--- src/rtl/regfile_write_arbiter.sv ---
// Two-requester round-robin arbiter for one register-file write port; 1-cycle latency.
// Backpressure: RDY is combinational and held low during STALL or reset.
module regfile_write_arbiter #(
  parameter int CNT_W = 16
) (
  input  logic             CLK,
  input  logic             RESET_N,
  input  logic             REQ0_V,
  input  logic [4:0]       REQ0_A,
  input  logic [31:0]      REQ0_D,
  output logic             REQ0_RDY,
  input  logic             REQ1_V,
  input  logic [4:0]       REQ1_A,
  input  logic [31:0]      REQ1_D,
  output logic             REQ1_RDY,
  input  logic             STALL,
  output logic             WE3,
  output logic [4:0]       A3,
  output logic [31:0]      WD3,
  output logic             LAST_GNT,
  output logic [CNT_W-1:0] WCOUNT,
  output logic             ERR
);

  localparam logic [CNT_W-1:0] CNT_MAX = '1;
  localparam logic [CNT_W-1:0] CNT_ONE = {{(CNT_W-1){1'b0}}, 1'b1};

  logic             last_gnt_q, last_gnt_d;
  logic             we_q, we_d;
  logic             err_q, err_d;
  logic [4:0]       a3_q, a3_d;
  logic [31:0]      wd3_q, wd3_d;
  logic [CNT_W-1:0] wcount_q, wcount_d;

  logic             rdy0, rdy1;
  logic             xfer;
  logic             gnt_idx;
  logic [4:0]       sel_a;
  logic [31:0]      sel_d;
  logic             in_range;

  // On a tie the requester that did not win last time gets the port.
  always_comb begin
    rdy0 = 1'b0;
    rdy1 = 1'b0;
    if (RESET_N && !STALL) begin
      if (REQ0_V && REQ1_V) begin
        rdy0 = last_gnt_q;
        rdy1 = !last_gnt_q;
      end else begin
        rdy0 = REQ0_V;
        rdy1 = REQ1_V;
      end
    end
  end

  always_comb begin
    xfer     = rdy0 | rdy1;
    gnt_idx  = rdy1;
    sel_a    = rdy1 ? REQ1_A : REQ0_A;
    sel_d    = rdy1 ? REQ1_D : REQ0_D;
    in_range = (sel_a[4:3] == 2'b00);

    last_gnt_d = last_gnt_q;
    we_d       = 1'b0;
    err_d      = 1'b0;
    a3_d       = a3_q;
    wd3_d      = wd3_q;
    wcount_d   = wcount_q;

    if (xfer) begin
      last_gnt_d = gnt_idx;
      if (in_range) begin
        we_d  = 1'b1;
        a3_d  = sel_a;
        wd3_d = sel_d;
        if (wcount_q != CNT_MAX) begin
          wcount_d = wcount_q + CNT_ONE;
        end
      end else begin
        // Registers above r7 do not exist: accept to free the requester, then drop.
        err_d = 1'b1;
      end
    end
  end

  always_ff @(posedge CLK) begin
    if (!RESET_N) begin
      last_gnt_q <= 1'b1;
      we_q       <= 1'b0;
      err_q      <= 1'b0;
      a3_q       <= '0;
      wd3_q      <= '0;
      wcount_q   <= '0;
    end else begin
      last_gnt_q <= last_gnt_d;
      we_q       <= we_d;
      err_q      <= err_d;
      a3_q       <= a3_d;
      wd3_q      <= wd3_d;
      wcount_q   <= wcount_d;
    end
  end

  assign REQ0_RDY = rdy0;
  assign REQ1_RDY = rdy1;
  assign WE3      = we_q;
  assign A3       = a3_q;
  assign WD3      = wd3_q;
  assign LAST_GNT = last_gnt_q;
  assign WCOUNT   = wcount_q;
  assign ERR      = err_q;

endmodule

--- config.mk ---
export PLATFORM = sky130hd
export DESIGN_NAME = regfile_write_arbiter
export DESIGN_NICKNAME = d
export VERILOG_FILES = /design/src/rtl/regfile_write_arbiter.sv
export SDC_FILE = /design/constraint.sdc
export NUM_CORES = 1
export LEC_CHECK = 0
export CORE_ASPECT_RATIO = 1.1
export CORE_MARGIN = 8
export CORE_UTILIZATION = 42
export CTS_BUF_LIST = sky130_fd_sc_hd__clkbuf_16
export CTS_CLUSTER_DIAMETER = 30
export CTS_CLUSTER_SIZE = 8
export DETAILED_ROUTE_END_ITERATION = 8
export HOLD_SLACK_MARGIN = 0.1
export PLACE_DENSITY = 0.88
export SLEW_MARGIN = 15
export SYNTH_ARGS = -nofsm -noshare
export SYNTH_HDL_FRONTEND = slang
export SYNTH_SLANG_ARGS = --single-unit
--- constraint.sdc ---
create_clock -name CLK -period 4.25 [get_ports CLK]
set_input_delay 0.6375 -clock CLK [delete_from_list [all_inputs] [get_ports CLK]]
set_output_delay 0.6375 -clock CLK [all_outputs]
set_load 0.03 [all_outputs]
# --- After elaboration in Yosys (flattened, before gate mapping) ---
# Index checks and enable logic that the tools add are counted.
totals:
  inputBits: 79
  output_inout_bits: 58
  register_bits: 56
  elab_cells: 25
op_classes:
  bitwise_logic: 1
  eq_ne: 1
  add_sub_neg: 1
  mux: 8
  reduce_logical: 8
ops:
  columns: ["operator", "n"]
  rows:
  - ["32-bit two-way mux", 1]
  - ["16-bit by 1-bit adder with 16-bit output, second input constant", 1]
  - ["16-bit inequality test, second input constant", 1]
  - ["1-bit two-way mux", 6]
  - ["5-bit two-way mux", 1]
  - ["2-bit AND reduction", 2]
  - ["3-bit AND reduction", 1]
  - ["1-bit logical AND", 2]
  - ["1-bit zero test", 2]
  - ["2-bit zero test", 1]
  - ["1-bit OR", 1]

# --- Logic depth before layout (Yosys ltp) ---
logic_depth:
  depth_word: 6
  ltp_mapped: 7
  ltp_nobuf: 6

# --- Worst setup path after synthesis ---
# No wires, ideal clock.
synth_timing:
  path_type: "input to output"
  start: "input STALL"
  end: "output REQ1_RDY"
  arrival_ns: 1.516
  cell_stages: 4
  t_required_ns: 3.612
  slack_ns: 2.097
  path_buffers: 1
  path_cell_list: "and2b_2 nand2_1 clkinv_1 clkbuf_1"
synth_between:
  elab_chain_len: 3
synth_lines:
  columns: ["element", "line", "source"]
  rows:
  - ["start: declaration", "16", "input logic STALL,"]
  - ["1-bit zero test", "46", "if (RESET_N && !STALL) begin"]
  - ["1-bit logical AND", "46", null]
  - ["1-bit two-way mux", "46", null]
  - ["end: declaration", "15", "output logic REQ1_RDY,"]
# Every way passes these cells.

# --- Final worst setup path ---
layout_timing:
  start: "input REQ1_V"
  end: "output REQ1_RDY"
layout_between:
  elab_chain_len: 3
layout_lines:
  columns: ["element", "line", "source"]
  rows:
  - ["start: declaration", "12", "input logic REQ1_V,"]
  - ["1-bit logical AND", "47", "if (REQ0_V && REQ1_V) begin"]
  - ["1-bit two-way mux *", "47", null]
  - ["1-bit two-way mux *", "46", null]
# Mark *: on every way between the ends. The rest lies on a longest branch, timed or not.

==> metrics.md <==
| Metric | Value |
|---|---|
| Outcome | finished, final reports clean |
| Fill cells | 490 |
| Cells after Synth | 313 |
| Share of cells above drive strength 1 | 4.751% |
| Via density | 5.183 |
| Aggregate global-route resource usage | 18.17% |
| Max FO, Critical Path | 5 |
| Setup tns final | 0 ns |
| First DRT Iteration DRCs | 115 |
| Inserted Diodes | 0 |
| PwrDens | 291.3 nW/um2 |
| Clk root buf | clkbuf_16 |
| Remaining Overflow, GRT | 0 |
| # IOs | 137 |
| Final wirelength | 8039 um |
| Total core area | 5806 um2 |
| Finished Core Util | 70.86% |
| Number of gates resized after CTS | 0 |
| Final hold slack | 0.4908 ns |
| Peak VDD IR | 205.9 uV |
| CTS tree | built |
| Worst-case clock skew | 0.005689 ns |
| CP startpoint kind | primary input |
| R2r endpoint | WCOUNT[13] |
| Initial core utilization | 43.73% |
| Gpl congestion | 0.8656 |
| Max_cap viols | 0 |
| Crit path time final | 2.972 ns |
| Overall power | 1.198 mW |
| Reg2reg start | WCOUNT[2] |
| Seq cells post-synth | 56 |
| Setup-failing EPs final | 0 |
| Syn avg cell area | 8.111 um2 |
| Vias post-DR | 2690 |
| Crit end category | output pin |
| R2R Setup Slk | 2.13 ns |
| WS Path Type | in2out |
| Fin crit share | 69.93% |
| Num rows | 29 |
| Register area share after synthesis | 44.16% |
| First-pass GRT wire length | 13400 um |
| Largest net degree at the start of global routing | 47 |
| Hpwl dp | 6286 um |
| WL per Instance | 15.49 um |
| Vias in the first global route | 2712 |
| Reg2reg path depth | 5 |
| Max-slew violations | 0 |
| TritonCTS Sinks | 56 |
| Crit path arrival time | 2.33 ns |
| Port bufs | 136 |
| Clock latency on the worst-skew pair | 0.29 ns |
| Inserted Clock Buffers | 5 |
| Hold depth | 1 |
| F_max | 336.5 MHz |
| Seq. cell area | 1121 um2 |
| Final Non-Filler Cells | 519 |
| Rel. slew slack | 52.95% |
| Leak | 1.451 nW |
| Critical path data required time | 3.61 ns |
| H-tree depth | 2 |
| Clock-pin slew on the worst setup and hold paths | 0.07 ns |
| Cts-stage hold buffer count | 0 |
| Worst-Margin Slew | 0.7050 ns |
| Die ar. | 8791 um2 |
| Yosys warnings | 0 |
| Initial antenna violation count | 0 |
| Hold Crit Class | reg2reg |
| CTS max path bufs | 2 |
| Placed instance count | 511 |
| First-pass DRT Iterations | 4 |
| Syn_nets | 393 |
| Post-CTS setup buffers | 0 |
| Antenna viol nets, final | 0 |
| Hold Vio Cnt, Final | 0 |
| DRC | 0 |
| RSZ-0062 raised after global routing | no |
| Hold Startpoint | A3[3] |
| Layout Nets | 521 |
| Die X | 90.13 um |
| Area of the multi-input gates | 1287 um2 |
| Synthesized area | 2539 um2 |
| Die span in y | 97.54 um |
| Worst Hold End | A3[3] |
| Unique cell type count in the Yosys netlist | 43 |
| Area grow syn2layout | 62.05% |
[cell families (layout without fill, tap and decap cells)]
family | after synthesis | count (layout) | share of synthesized area [%]
buffers and inverters | 28 | 157 | 5.125
DFF | 56 | 56 | 44.16
xor gates and xnor gates | 4 | 4 | 1.380
adders and majority gates | 1 | 1 | 0.4928
muxes | 7 | 7 | 2.908
and+or+nand+nor | 165 | 165 | 28.49
AOI/OAI and AO/OA | 52 | 52 | 17.45
[state kept, by name, summed over array words and instances, names as in the netlist]
name	flops
WE3	1
A3	5
WCOUNT	16
WD3	32
ERR	1
LAST_GNT	1
[synthesized netlist by cell type, drive strengths merged]
| library cell | number | area [um2] |
|---|---|---|
| a211oi | 2 | 20.02 |
| o31ai | 1 | 7.510 |
| dfxtp | 56 | 1121 |
| or4b | 1 | 10.01 |
| nand2 | 85 | 319.1 |
| nand4 | 6 | 37.54 |
| nand2b | 5 | 31.28 |
| clkbuf | 15 | 76.33 |
| and2 | 2 | 13.77 |
| buf | 5 | 23.77 |
| or2 | 1 | 6.260 |
| a31o | 1 | 8.760 |
| nor4 | 3 | 33.78 |
| o41ai | 1 | 8.760 |
| clkinv | 1 | 3.750 |
| a41o | 1 | 10.01 |
| and3 | 3 | 18.77 |
| a21oi | 3 | 15.01 |
| nor2 | 46 | 172.7 |
| a21boi | 1 | 11.26 |
| o21ai | 2 | 10.01 |
| a21o | 1 | 7.510 |
| a311oi | 36 | 315.3 |
| mux2i | 7 | 73.82 |
| inv | 7 | 26.27 |
| ha | 1 | 12.51 |
| o2111ai | 1 | 8.760 |
| nor3 | 5 | 30.03 |
| xnor2 | 4 | 35.03 |
| a221o | 1 | 10.01 |
| or3 | 2 | 12.51 |
| and4 | 1 | 8.760 |
| and2b | 1 | 8.760 |
| nand3 | 4 | 20.02 |
| a311o | 1 | 10.01 |
[routing by layer]
layer	part of all wire, %	GRT usage (%)	routed length, um
met1	39	19.97	3140
met2	51	31.29	4088
met3	8.2	6.414	658
met4	1.9	6.795	151
met5	0	0	0
[worst max-delay path, cell delays in order]
cell,delay [ns]
clkdlybuf4s50_1,0.58
a21boi_2,0.25
nand2_1,0.12
clkinv_1,0.07
clkdlybuf4s50_1,0.68
[power breakdown]
part | internal, mW | total (mW) | switching (mW)
combinational | 0.107 | 0.195 | 0.0880
clock | 0.277 | 0.458 | 0.181
sequential | 0.538 | 0.545 | 0.00770
total | 0.922 | 1.20 | 0.277
[worst max-delay path by stage]
stage,start,depth (start not counted),slack (ns),to
floorplan,STALL,4,2.10,REQ1_RDY
global placement,RESET_N,6,1.29,REQ1_RDY
detailed placement,RESET_N,9,1.24,WD3[14]
CTS,RESET_N,6,1.28,REQ1_RDY
global route,REQ1_V,5,1.20,REQ1_RDY
finish,REQ1_V,5,1.28,REQ1_RDY
[placed cells by master (no fill, tap or decap), types with 3 or more instances in the layout]
cell / synthesis / layout
nor3_1: 4 / 4
xnor2_1: 4 / 4
clkdlybuf4s50_1: 0 / 136
nand4_1: 6 / 6
mux2i_1: 6 / 6
nor2_1: 46 / 46
and3_1: 3 / 3
a311oi_1: 36 / 36
inv_1: 6 / 6
buf_4: 0 / 4
nand2_1: 85 / 85
nand3_1: 4 / 4
a21oi_1: 3 / 3
dfxtp_1: 56 / 56
clkbuf_16: 0 / 5
nand2b_1: 5 / 5
[layout make-up]
type                    count  area share [%]
repair buffers            141           34.31
multi-input cells         229           31.30
flip-flops and latches     56           27.25
clock buffers               5           3.041
well taps                  77           2.342
clock inverters             3           1.034
inverters                   8          0.7299
[through the flow]
step                      instance area (um2)  setup WS [ns]
after global placement                   3946          1.290
after global routing                     4114          1.198
after detailed placement                 3946          1.241
final                                    4114          1.278
after CTS                                4114          1.276
after floorplan                          2539          2.097
(Power assumes the default switching activity.)
